`src/rtl/orbit_frame_former.sv`:
```
// orbit_frame_former: runtime-moded Orbita telemetry frame former on the system clock.
// Serialises frames of words from a synchronous buffer; mode changes apply only at word 0.
module orbit_frame_former #(
    parameter int WORD_W   = 12,
    parameter int ADDR_W   = 11,
    parameter int BASE_DIV = 4
) (
    input  logic              clk,
    input  logic              reset,
    input  logic [2:0]        mode,
    input  logic [WORD_W-1:0] rd_data,
    output logic              rd_en,
    output logic [ADDR_W-1:0] rd_addr,
    output logic              serial,
    output logic              frame_start,
    output logic              grp_odd,
    output logic [2:0]        mode_act
);
    localparam int PW = $clog2(BASE_DIV * 16);
    localparam int BW = $clog2(WORD_W + 1);
    localparam logic [1:0] PRIME = 2'd0;
    localparam logic [1:0] FILL  = 2'd1;
    localparam logic [1:0] RUN   = 2'd2;

    logic [1:0]        state;
    logic [PW-1:0]     prescaler;
    logic [BW-1:0]     bitIdx;
    logic [ADDR_W-1:0] wordCnt;
    logic [ADDR_W-1:0] nextWord;
    logic [WORD_W-1:0] prefetch;
    logic [WORD_W-1:0] shift;
    logic              rdPend;
    logic              firstFrame;
    logic [2:0]        modeSat;
    logic [2:0]        modeEff;
    logic              tick;
    logic              wordTick;
    logic              frameTick;

    function automatic logic [PW-1:0] reloadOf(input logic [2:0] m);
        return PW'((BASE_DIV << (4 - int'(m))) - 1);
    endfunction

    function automatic logic [ADDR_W-1:0] maskOf(input logic [2:0] m);
        return ADDR_W'((64'd1 << (ADDR_W - 4 + int'(m))) - 64'd1);
    endfunction

    assign modeSat   = (mode > 3'd4) ? 3'd4 : mode;
    assign tick      = (state == RUN) && (prescaler == '0);
    assign wordTick  = tick && (bitIdx == '0);
    assign frameTick = wordTick && (wordCnt == '0);
    // The word-0 tick already runs under the newly sampled mode: its period and frame length.
    assign modeEff   = frameTick ? modeSat : mode_act;
    assign nextWord  = (wordCnt + 1'b1) & maskOf(modeEff);
    assign rd_en     = reset && ((state == PRIME) || wordTick);
    assign rd_addr   = wordTick ? nextWord : '0;

    always_ff @(posedge clk or negedge reset) begin
        if (!reset) begin
            state       <= PRIME;
            prescaler   <= '0;
            bitIdx      <= '0;
            wordCnt     <= '0;
            prefetch    <= '0;
            shift       <= '0;
            rdPend      <= 1'b0;
            firstFrame  <= 1'b1;
            serial      <= 1'b0;
            frame_start <= 1'b0;
            grp_odd     <= 1'b0;
            mode_act    <= 3'd4;
        end else begin
            rdPend      <= rd_en;
            frame_start <= frameTick;
            if (rdPend) prefetch <= rd_data;
            if (state == PRIME) begin
                mode_act <= modeSat;
                state    <= FILL;
            end else if (state == FILL) begin
                prescaler <= '0;
                bitIdx    <= '0;
                wordCnt   <= '0;
                state     <= RUN;
            end else if (tick) begin
                prescaler <= reloadOf(modeEff);
                bitIdx    <= (bitIdx == BW'(WORD_W - 1)) ? '0 : bitIdx + 1'b1;
                serial    <= wordTick ? prefetch[WORD_W-1] : shift[WORD_W-1];
                shift     <= (wordTick ? prefetch : shift) << 1;
                if (wordTick) wordCnt <= nextWord;
                if (frameTick) begin
                    mode_act   <= modeSat;
                    firstFrame <= 1'b0;
                    grp_odd    <= grp_odd ^ ~firstFrame;
                end
            end else begin
                prescaler <= prescaler - 1'b1;
            end
        end
    end
endmodule

```
`config.mk`:
```
export PLATFORM = sky130hd
export DESIGN_NAME = orbit_frame_former
export DESIGN_NICKNAME = d
export VERILOG_FILES = /design/src/rtl/orbit_frame_former.sv
export SDC_FILE = /design/constraint.sdc
export NUM_CORES = 1
export LEC_CHECK = 0
export BUFFER_PORTS_ARGS = -buffer_cell sky130_fd_sc_hd__buf_4
export CORE_AREA = 8 8 83 85
export CTS_CLUSTER_DIAMETER = 80
export DETAILED_ROUTE_END_ITERATION = 10
export DIE_AREA = 0 0 91 93
export GPL_TIMING_DRIVEN = 0
export MAX_ROUTING_LAYER = met4
export PLACE_DENSITY = 0.77
export SYNTH_ARGS = -nofsm -noshare
export SYNTH_HDL_FRONTEND = slang
export SYNTH_SLANG_ARGS = --single-unit
```
`constraint.sdc`:
```
create_clock -name clk -period 4.6 [get_ports clk]
set_input_delay 0 -clock clk [delete_from_list [all_inputs] [get_ports clk]]
set_output_delay 0 -clock clk [all_outputs]
set_load 0.01 [all_outputs]
```
==> results.yml <==
cells_and_area:
  drive_gt1_share_pct: 20.2
  syn2layout_area_growth_pct: 19.0
  final-instance-count-excl-fill: 447
  fin_util_pct: 65.0
  fill_cells: 480
  num-nets-final: 400
  diodes: 0
cts:
  cts_setup_buffers: 0
  clk_latency_ns: 0.31
  cts_tree: "done"
  cts-root-buf: "clkbuf_8"
  clk_pin_slew_ns: 0.10
  h-tree-depth: 2
  cts.path.max_buffers: 2
  cts_sinks: 54
  cts_buffers: 5
route:
  wirelength_um: 6740
  wl_per_cell_um: 15.1
  drt_first_pass_iters: 4
  drc_errors: 0
  vias: 2490
  vias_per_cell: 5.57
  postRouteAntennaNets: 0
  first_iter_violations: 120
sta:
  fin_crit_ns: 4.31
  hold_viol: 0
  worstMarginPinSlew_ns: 0.930
  finalCritPeriodShare_pct: 93.7
  setup_violations: 0
  skew_ns: 0.00833
  setup_tns_ns: 0
  max_freq_ghz: 0.232
  drv_slew: 0
  whs_ns: 0.203
  rsz0062_at_grt: "no"
  max-slew-margin-rel_pct: 36.4
place:
  gp_congestion: 0.913
  hpwlAfterDp_um: 4820
  portBuffers: 34
  place_inst: 425
setup_path:
  crit_type: "flop to primary output"
  start_kind: "flop"
  crit_required_ns: 4.60
  cp_max_fo: 8
  cp.arrival_ns: 4.31
  worst_setup_path_end_kind: "primary output"
yosys:
  synth_top_area_share_pct: 42.0
  synthTopCellsByArea: "dfrtp_1 (42%), mux2_2 (5.5%), ha_1 (4.8%)"
  yosys.area.top_type: "dfrtp_1"
  syn_area_per_cell_um2: 9.80
  synth_cells: 316
  synth-edff-count: 0
  ys_seq_area_share_pct: 43.7
  ys_seq_elements: 54
  synth_cell_types: 53
  synth.net_count: 345
  ys_top_cells_by_count: "dfrtp_1 (52), nand2_1 (33), o21ai_0 (29)"
  synth_most_common_cell: "dfrtp_1"
  async_reset_ff_share_pct: 100
  ys.flop_type: "dfrtp_1"
  syn-cell-area_um2: 3100
  yosys_warnings: 0
die:
  dieArea_um2: 8460
  start_util_pct: 54.6
  core_area_um2: 5680
  ios: 35
  rows: 28
  die_h_um: 93
  fp.dieW_um: 91
global_route:
  grt.total_usage_pct: 16.7
  grt_pass1_wl_um: 11500
  grt_overflow_total: 0
  grt_pass1_vias: 2503
  grt_start_max_net_pins: 56
  antenna_found_initial: 0
power_and_ir_drop:
  power.density_nw_per_um2: 312
  ir_drop_mv: 0.171
  power_leakage_nw: 1.73
  totalPowerFinal_mw: 1.15
run_status:
  status: "complete, no violations"
min_path:
  hp-class: "input pin to flop"
job:
  cap_violations: 0
[layout make-up]
class	instances	area [um2]	share of cell area [%]
plain buffers	13	52.6	1.43
flip-flops and latches	54	1350	36.7
clock buffers	5	68.8	1.87
repair buffers	48	395	10.7
multi-input cells	231	1630	44.2
well taps	75	93.8	2.54
clock inverters	3	23.8	0.645
inverters	18	67.6	1.83
[kinds of logic (layout without fill, tap and decap cells)]
family                   count (synthesis)  in the layout  synth area share (%)
buffers and inverters                   31             87                  3.88
adder cells (fa/ha/maj)                 12             12                  4.85
flip-flops                              54             54                  43.7
AO/OA/AOI/OAI                           78             78                  17.5
AND/OR/NAND/NOR                        100            100                  16.8
multiplexers                            27             27                  9.33
XOR/XNOR                                14             14                  3.96
[power by group]
| group | internal [mW] | switching, mW |
|---|---|---|
| Clock | 0.109 | 0.164 |
| Combinational | 0.133 | 0.141 |
| Sequential | 0.550 | 0.0535 |
| Total | 0.793 | 0.358 |
[through the flow]
step | worst slack (ns) | area, um2
CTS | 0.157 | 3680
floorplan | 0.767 | 3100
finish | 0.292 | 3690
global route | 0.00513 | 3690
detailed placement | 0.464 | 3450
global placement | 0.477 | 3450
[worst max-delay path, cell delays in order, from the launching register on]
cell and delay, ns:
dfrtp_1 0.42, inv_1 0.11, ha_1 0.15, or3b_1 0.33, buf_2 0.18, nor3_4 0.36
nand2_1 0.17, inv_1 0.19, mux2i_2 0.36, inv_1 0.11, ha_1 0.27, or3_1 0.31
clkbuf_1 0.19, o22a_4 0.28, a2111oi_2 0.38, buf_4 0.20
[what timing repair did]
item	CTS	global route
endpoints found under the setup margin	0	4
resized for setup	0	3
hold buffers	14	0
endpoints found under the hold margin	65	0
[layer usage]
layer / vias up / part of all wire [%] / track usage [%]
met3: 10 / 2.4 / 3.04
met2: 43 / 49 / 28.0
li1: 1238 / - / -
met5: - / 0 / -
met4: 0 / 1.3 / 4.91
met1: 1199 / 47 / 20.3
[worst paths after layout]
kind                                  startpoint                       end  slack, ns  cells past startpoint
setup / recovery           bitIdx[0]$_DFFE_PN0P_                rd_addr[9]       0.29                     15
hold / removal                           mode[0]   mode_act[0]$_DFFE_PN0P_       0.20                      3
setup reg to reg           bitIdx[0]$_DFFE_PN0P_  prescaler[3]$_DFFE_PN0N_       0.50                     17
hold reg to reg              grp_odd$_DFFE_PN0P_       grp_odd$_DFFE_PN0P_       0.48                      1
max in group asynchronous                  reset    wordCnt[1]$_DFFE_PN0P_       3.89                      2
min in group asynchronous                  reset      shift[7]$_DFFE_PN0P_       0.26                      2
[layout by cell type, fill, tap and decap left out, types with 9 or more instances in the layout]
cell	netlist	routed
nor2_1	20	20
nand3_1	9	9
dlygate4sd3_1	0	14
inv_1	18	18
xnor2_1	9	9
mux2i_1	12	11
o21ai_0	29	28
dfrtp_1	52	52
ha_1	12	12
nand2_1	33	33
mux2_2	15	15
buf_4	0	34
[registers in the layout, indices dropped and copies added, names as in the netlist, 2 cells and up]
signal	count
wordCnt	11
mode_act	3
shift	11
state	2
bitIdx	4
prescaler	6
prefetch	12
(Power assumes the default switching activity.)
